<file path="src/rtl/phrase_sequencer.sv">
// Arrangement sequencer: walks a programmable phrase-ID table one entry per
// phrase-end pulse, with run-time song length, loop point and stop/restart.
module phrase_sequencer #(
    parameter int unsigned ID_W   = 5,
    parameter int unsigned ADDR_W = 8,
    parameter int unsigned DEPTH  = 256
) (
    input  logic              clk,
    input  logic              rst,
    input  logic              wr_en,
    input  logic [ADDR_W-1:0] wr_addr,
    input  logic [ID_W-1:0]   wr_data,
    input  logic [ADDR_W-1:0] last_addr,
    input  logic [ADDR_W-1:0] loop_addr,
    input  logic              loop_en,
    input  logic              start,
    input  logic              stop,
    input  logic              next,
    output logic [ID_W-1:0]   phrase_id,
    output logic              phrase_valid,
    output logic [ADDR_W-1:0] pos,
    output logic              looped,
    output logic              done
);

    typedef enum logic [1:0] {StIdle, StFetch, StLoad, StPlay} state_e;

    // One extra bit so DEPTH == 2^ADDR_W is representable in the range checks.
    localparam logic [ADDR_W:0]   DepthExt = (ADDR_W + 1)'(DEPTH);
    localparam logic [ADDR_W-1:0] LastIdx  = ADDR_W'(DEPTH - 1);

    state_e            state_q, state_d;
    logic [ADDR_W-1:0] pos_q, pos_d;
    logic [ID_W-1:0]   phrase_id_q, phrase_id_d;
    logic              valid_q, valid_d;
    logic              looped_q, looped_d;
    logic              done_q, done_d;

    logic [ID_W-1:0]   mem [DEPTH];
    logic [ID_W-1:0]   rd_q;

    logic [ADDR_W-1:0] eff_last;
    logic [ADDR_W-1:0] loop_tgt;
    logic              wr_ok;

    // Sanitise song length, loop point and write address.
    always_comb begin
        eff_last = ({1'b0, last_addr} >= DepthExt) ? LastIdx : last_addr;
        loop_tgt = (loop_addr > eff_last) ? '0 : loop_addr;
        wr_ok    = wr_en && ({1'b0, wr_addr} < DepthExt);
    end

    // Table RAM: synchronous read of the current position; read-before-write.
    always_ff @(posedge clk) begin
        if (wr_ok) begin
            mem[wr_addr] <= wr_data;
        end
        rd_q <= mem[pos_q];
    end

    // Next-state logic; stop beats start beats next.
    always_comb begin
        state_d     = state_q;
        pos_d       = pos_q;
        phrase_id_d = phrase_id_q;
        valid_d     = valid_q;
        looped_d    = 1'b0;
        done_d      = 1'b0;
        if (stop) begin
            state_d = StIdle;
            valid_d = 1'b0;
        end else if (start) begin
            pos_d   = '0;
            state_d = StFetch;
            valid_d = 1'b0;
        end else begin
            case (state_q)
                StIdle: ;
                StFetch: state_d = StLoad;
                StLoad: begin
                    phrase_id_d = rd_q;
                    valid_d     = 1'b1;
                    state_d     = StPlay;
                end
                StPlay: begin
                    if (next) begin
                        valid_d = 1'b0;
                        state_d = StFetch;
                        // >= also covers last_addr being lowered below pos mid-song.
                        if (pos_q < eff_last) begin
                            pos_d = pos_q + ADDR_W'(1);
                        end else if (loop_en) begin
                            pos_d    = loop_tgt;
                            looped_d = 1'b1;
                        end else begin
                            done_d  = 1'b1;
                            state_d = StIdle;
                        end
                    end
                end
                default: state_d = StIdle;
            endcase
        end
    end

    // FSM state and registered outputs.
    always_ff @(posedge clk or posedge rst) begin
        if (rst) begin
            state_q     <= StIdle;
            pos_q       <= '0;
            phrase_id_q <= '0;
            valid_q     <= 1'b0;
            looped_q    <= 1'b0;
            done_q      <= 1'b0;
        end else begin
            state_q     <= state_d;
            pos_q       <= pos_d;
            phrase_id_q <= phrase_id_d;
            valid_q     <= valid_d;
            looped_q    <= looped_d;
            done_q      <= done_d;
        end
    end

    assign phrase_id    = phrase_id_q;
    assign phrase_valid = valid_q;
    assign pos          = pos_q;
    assign looped       = looped_q;
    assign done         = done_q;

endmodule
</file>
<file path="config.mk">
export PLATFORM = sky130hd
export DESIGN_NAME = phrase_sequencer
export DESIGN_NICKNAME = d
export VERILOG_FILES = /design/src/rtl/phrase_sequencer.sv
export SDC_FILE = /design/constraint.sdc
export NUM_CORES = 1
export LEC_CHECK = 0
export ABC_AREA = 1
export CAP_MARGIN = 20
export CORE_AREA = 2 2 302 334
export CTS_CLUSTER_DIAMETER = 120
export DETAILED_ROUTE_END_ITERATION = 8
export DIE_AREA = 0 0 304 336
export PLACE_DENSITY = 0.67
export SYNTH_ARGS = -nofsm -noshare
export SYNTH_HDL_FRONTEND = slang
export SYNTH_SLANG_ARGS = --single-unit
export TNS_END_PERCENT = 10
</file>
<file path="constraint.sdc">
create_clock -name clk -period 5 [get_ports clk]
set_input_delay 1 -clock clk [delete_from_list [all_inputs] [get_ports clk]]
set_output_delay 1 -clock clk [all_outputs]
set_load 0.01 [all_outputs]
</file>
Word level (Yosys, flattened, before mapping)
Memory sizes are Yosys's and may differ from the RTL's. A register that Yosys moved wholly into a read port is not among the register bits. Cells that the tools add are included.

Register bits after elaboration: 18. Memory bits (writable): 1280. Bits of input ports: 36. Output and inout bits: 16. Word-level logic and storage cells: 55. Memories kept: 1.

Memory list: mem (depth 256, bits a word 5, read ports 1, clocked after Yosys merged registers in 1, write ports 1, line 39) `logic [ID_W-1:0] mem [DEPTH];`.

Add/sub/neg operators: 1. Order comparisons: 2. Equal/unequal tests: 4. Muxes and demuxes: 30. Bitwise operators: 2. Reductions and logical operators: 9.

Operators by type and width (count): 2-to-1 mux 8 bit (6); 2-to-1 mux 1 bit (19); adder 8 x 1 -> 8 bit, second input constant (1); greater-than comparator 8 bit (1); < comparator 8 bit (1); 2-to-1 mux 2 bit (3); case mux 2 bit (3 select lines) (1); nonzero test 5 bit (1); equality test 2 bit, second input constant (2); != test 4 bit, second input constant (1); AND reduction 2 bit (2); AND reduction 4 bit (1); nonzero test 2 bit (2); nonzero test 4 bit (1); AND reduction 3 bit (1); nonzero test 3 bit (1); equality test 2 x 1 -> 1 bit, second input constant (1); inverter 1 bit (2); case mux 1 bit (2 select lines) (1).

Depth between registers and ports, before layout
Depth in word-level cells: 7. Gate-level depth with buffers: 14. Mapped depth without buffers: 12.

Worst setup path before layout
No wires, ideal clock.

Path type: input-to-reg. Start: input last_addr[7]. End: register pos_q[6] (netlist: pos[6]). Arrival time: 2328 ps. Path slack: 2541 ps. Cell stages on the path: 12. Buffers on the path: 1. Cells stage by stage: inv_1 -> ha_1 -> a21oi_1 -> o21a_1 -> nand2_1 -> nand2_1 -> nand2_1 -> nand2_1 -> nand3_1 -> buf_2 -> nand2_1 -> o21ai_0.

Cells in the longest elaborated chain, start to end: 7.

RTL lines: from (decl) (line 13) `input logic [ADDR_W-1:0] last_addr,`; greater-than comparator 8 bit (line 49) `loop_tgt = (loop_addr > eff_last) ? '0 : loop_addr;`; 2-to-1 mux 8 bit (line 49); 2-to-1 mux 8 bit (line 92) `end else if (loop_en) begin`; 2-to-1 mux 8 bit (line 90) `if (pos_q < eff_last) begin`; 2-to-1 mux 8 bit (line 86) `if (next) begin`; 2-to-1 mux 8 bit (line 77) `case (state_q)`; 2-to-1 mux 8 bit (line 72) `end else if (start) begin`; to (signal assigned) (line 117) `pos_q <= pos_d;`; to (decl) (line 33) `logic [ADDR_W-1:0] pos_q, pos_d;`.

Parallel ways exist; a longest one is shown, timed or not. The select of a mux whose other input is x is not followed. A chain may end at the register's enable or synchronous reset.

Final worst setup path
Start: register pos_q[0] (netlist: pos[0]). End: output pos[0].

RTL lines: to (decl) (line 21) `output logic [ADDR_W-1:0] pos,`.

No word-level cell between the ends.

==> summary.md <==
| Metric | Value |
|---|---|
| Initial antenna violation count | `3` |
| Post-CTS setup buffers | `0` |
| Comb pwr share | `between 20% and 30%` |
| Area growth syn-to-layout | `10.3%` |
| Post-synth EDFFs | `1280` |
| Final setup violation count | `0` |
| Vias | `~36000` |
| Io pins | `52` |
| Mapped Area | `roughly 54000 µm²` |
| Most frequent cell after synthesis | `nand2_1` |
| Crit Path Class | `reg2out` |
| Register Area | `just under 40000 µm²` |
| Leakage | `~21 nW` |
| Initial DRT Pass Iterations | `6` |
| # rows | `approximately 120` |
| Clock share of power | `roughly a third` |
| Cells after Synth | `around 4700` |
| Total Neg Setup Slack | `0 ps` |
| Die Y | `around 340 µm` |
| Place WS | `approximately 1100 ps` |
| Post-Route WL | `between 100 and 150 mm` |
| Fillers | `~7800` |
| Sw Pwr | `about 0.0092 W` |
| Cell Int Power | `between 0.015 and 0.02 W` |
| Area of the multi-input gates | `~13000 µm²` |
| Worst EP required | `about 4000 ps` |
| Register area share after synthesis | `72.3%` |
| Worst hold margin | `461 ps` |
| Pwr/cell area | `roughly 480 nW/µm²` |
| Post-synthesis xor/xnor area fraction | `less than 1%` |
| Post-layout nets | `4715` |
| Setup WS post-layout | `around 1100 ps` |
| Mux cell area share after synthesis | `less than 1%` |
| Core Box Area | `~99000 µm²` |
| Worst path max stage delay | `820 ps` |
| Peak VDD IR | `573 µV` |
| Post-synth ARST share | `1.38%` |
| Clock buffer depth | `3` |
| Simple-Gate Fraction of Synth Area | `23.7%` |
| Slew headroom | `a little under a quarter` |
| Share of layout cells above drive strength 1 | `under 10%` |
| Run status | `finished clean` |
| Final GP Congestion | `around 0.87` |
| Clk root buf | `clkbuf_16` |
| Vias in the first global route | `~35000` |
| Final HPWL DP | `~82 mm` |
| Wirelength per Cell | `between 20 and 25 µm` |
| Die Wd | `304 µm` |
| Worst skew pair latency | `around 730 ps` |
| Min Tclk post-route | `a little under 4000 ps` |
| CP max-delay cell | `buf_4` |
| Post-Synth Adder-Cell Area | `0.371%` |
| Total gr overflow | `0` |
| Antenna viol nets, final | `0` |
| Warnings, synthesis | `0` |
| Final instance area | `roughly 59000 µm²` |
| Total GRT Usage | `27.6%` |
| Cell chain of the critical path | `buf_4 > clkdlybuf4s50_1` |
| Synth cell types | `27` |
| Crit path DAT | `between 2000 and 3000 ps` |
| Yosys top cell by area | `edfxtp_1` |
| Post-DP Area | `55400 µm²` |
| CTS clk-pin slew, worst paths | `roughly 60 ps` |
| RSZ-0062 raised after global routing | `false` |
| Compound-Gate Fraction of Synth Area | `less than 1%` |
| Register share of total power | `about 43%` |
| Hold Path Class | `reg2reg` |
| Kind of end point of the critical path | `output pin` |
| Initial Util | `around 55%` |
| # DRC | `0` |
| Post-Route Skew | `roughly 30 ps` |
| Net count after synthesis | `~4800` |
| Avg Synthesized Cell Area | `roughly 11 µm²` |
| Final worst path period share | `approximately 79%` |
| Worst Tran Pin Value | `1140 ps` |
| Post-synth top area share | `71.3%` |
| Count of hold-fix buffers inserted at cts | `0` |
| Sw frac | `approximately a third` |
| Pin count of the biggest net entering global routing | `217` |
| N_diodes | `0` |
| Post-cts resize count | `0` |
| Worst-path maximum fanout | `slightly above 100` |
| TritonCTS sink count | `~1300` |
| Initial DRC count | `just over 4000` |
| Post-synth top cells | `1450 x nand2_1, 1280 x edfxtp_1, 1243 x nand3_1` |
| Max Slew Vio Count | `0` |
| DIE AREA | `102000 µm²` |
| Port Buffers | `51` |
| Startpoint Class | `register` |
| CTS tree | `yes` |
| Area contributors post-synth | `edfxtp_1 71%, nand3_1 12%, nand2_1 10%` |
| Top_reg_cell synth | `edfxtp_1` |
| Vias/cell | `about 6` |
| First-pass GRT wire length | `roughly 210 mm` |
| Fmax | `254 MHz` |
| H-Tree Depth | `4` |
| Final-report hold violation count | `0` |
| Num CTS Buffers | `approximately 130` |
| Flops & latches, synth | `~1300` |
| Max cap viols | `0` |
| Largest family of logic cells by synthesized area | `simple AND/OR/NAND/NOR gates` |
==> power groups by stage <==
stage               logic [W]  registers, W  clock network, W
finish                0.00682        0.0123           0.00943
global route          0.00742        0.0123           0.00994
CTS                   0.00674        0.0123           0.00952
detailed placement    0.00671        0.0125                 0
global placement      0.00666        0.0125                 0
floorplan             0.00448        0.0124                 0
==> worst max-delay path, delay by kind of cell (launching register included) <==
kind	cells	cell delay, ps
buffers and inverters	2	1510
DFF	1	670
==> sequential cells by signal, summed over array words and instances (netlist names) <==
register / count
rd_q: 5
done: 1
phrase_valid: 1
state_q: 2
pos: 8
looped: 1
mem: 1280
phrase_id: 5
==> layout make-up <==
type                    count  area share, %
flip-flops and latches   1303           65.6
multi-input cells        3045           22.3
clock buffers             163           5.89
well taps                1291           2.72
repair buffers            122           2.10
clock inverters            73           1.03
inverters                  59          0.408
==> path summary, 6_finish.rpt <==
path                              start           end  slack [ps]  cells after the start
worst max-delay path             pos[0]        pos[0]        1060                      2
worst min-delay path            rd_q[3]  phrase_id[3]         460                      1
worst max register to register   pos[2]        pos[0]        1640                     11
worst min register to register  rd_q[3]  phrase_id[3]         460                      1
max in group asynchronous           rst        pos[2]        3680                      2
min in group asynchronous           rst        pos[6]         720                      2
==> cells in the final DEF, fill, tap and decap left out, types with 8 or more instances in the layout <==
cell type	n
a21oi_1	9
buf_12	15
buf_4	56
bufinv_16	8
clkbuf_1	27
clkbuf_16	136
clkdlybuf4s50_1	46
clkinv_1	28
clkinv_2	23
dfrtp_1	13
edfxtp_1	1280
ha_1	16
inv_1	53
inv_6	10
nand2_1	1450
nand3_1	1243
nor2_1	292
o21ai_0	13
==> routing by layer <==
layer / vias up / track usage, % / wire [µm]
met5: - / 0 / 0
met4: 0 / 11.4 / 5590
met3: 304 / 3.89 / 11000
met2: 1660 / 47.0 / 68600
met1: 17252 / 35.9 / 55100
li1: 16468 / - / -
==> cell families (layout without fill, tap and decap cells) <==
kind of cell    Yosys count  after routing
fa+ha+maj                16             16
simple gates           2988           2988
mux                       5              5
compound gates           33             33
xor+xnor                  3              3
flops                  1303           1303
buf+inv                 376            417
==> stage by stage <==
step | power, W | instances | util [%]
after floorplan | 0.0168 | 4724 | -
after global placement | 0.0192 | 5820 | 56.2
after detailed placement | 0.0192 | 5820 | 56.2
after CTS | 0.0285 | 6056 | 60.3
after global routing | 0.0297 | 6056 | 60.3
final | 0.0285 | 6056 | 60.3
Note: power is estimated with default switching activity, not from simulation.
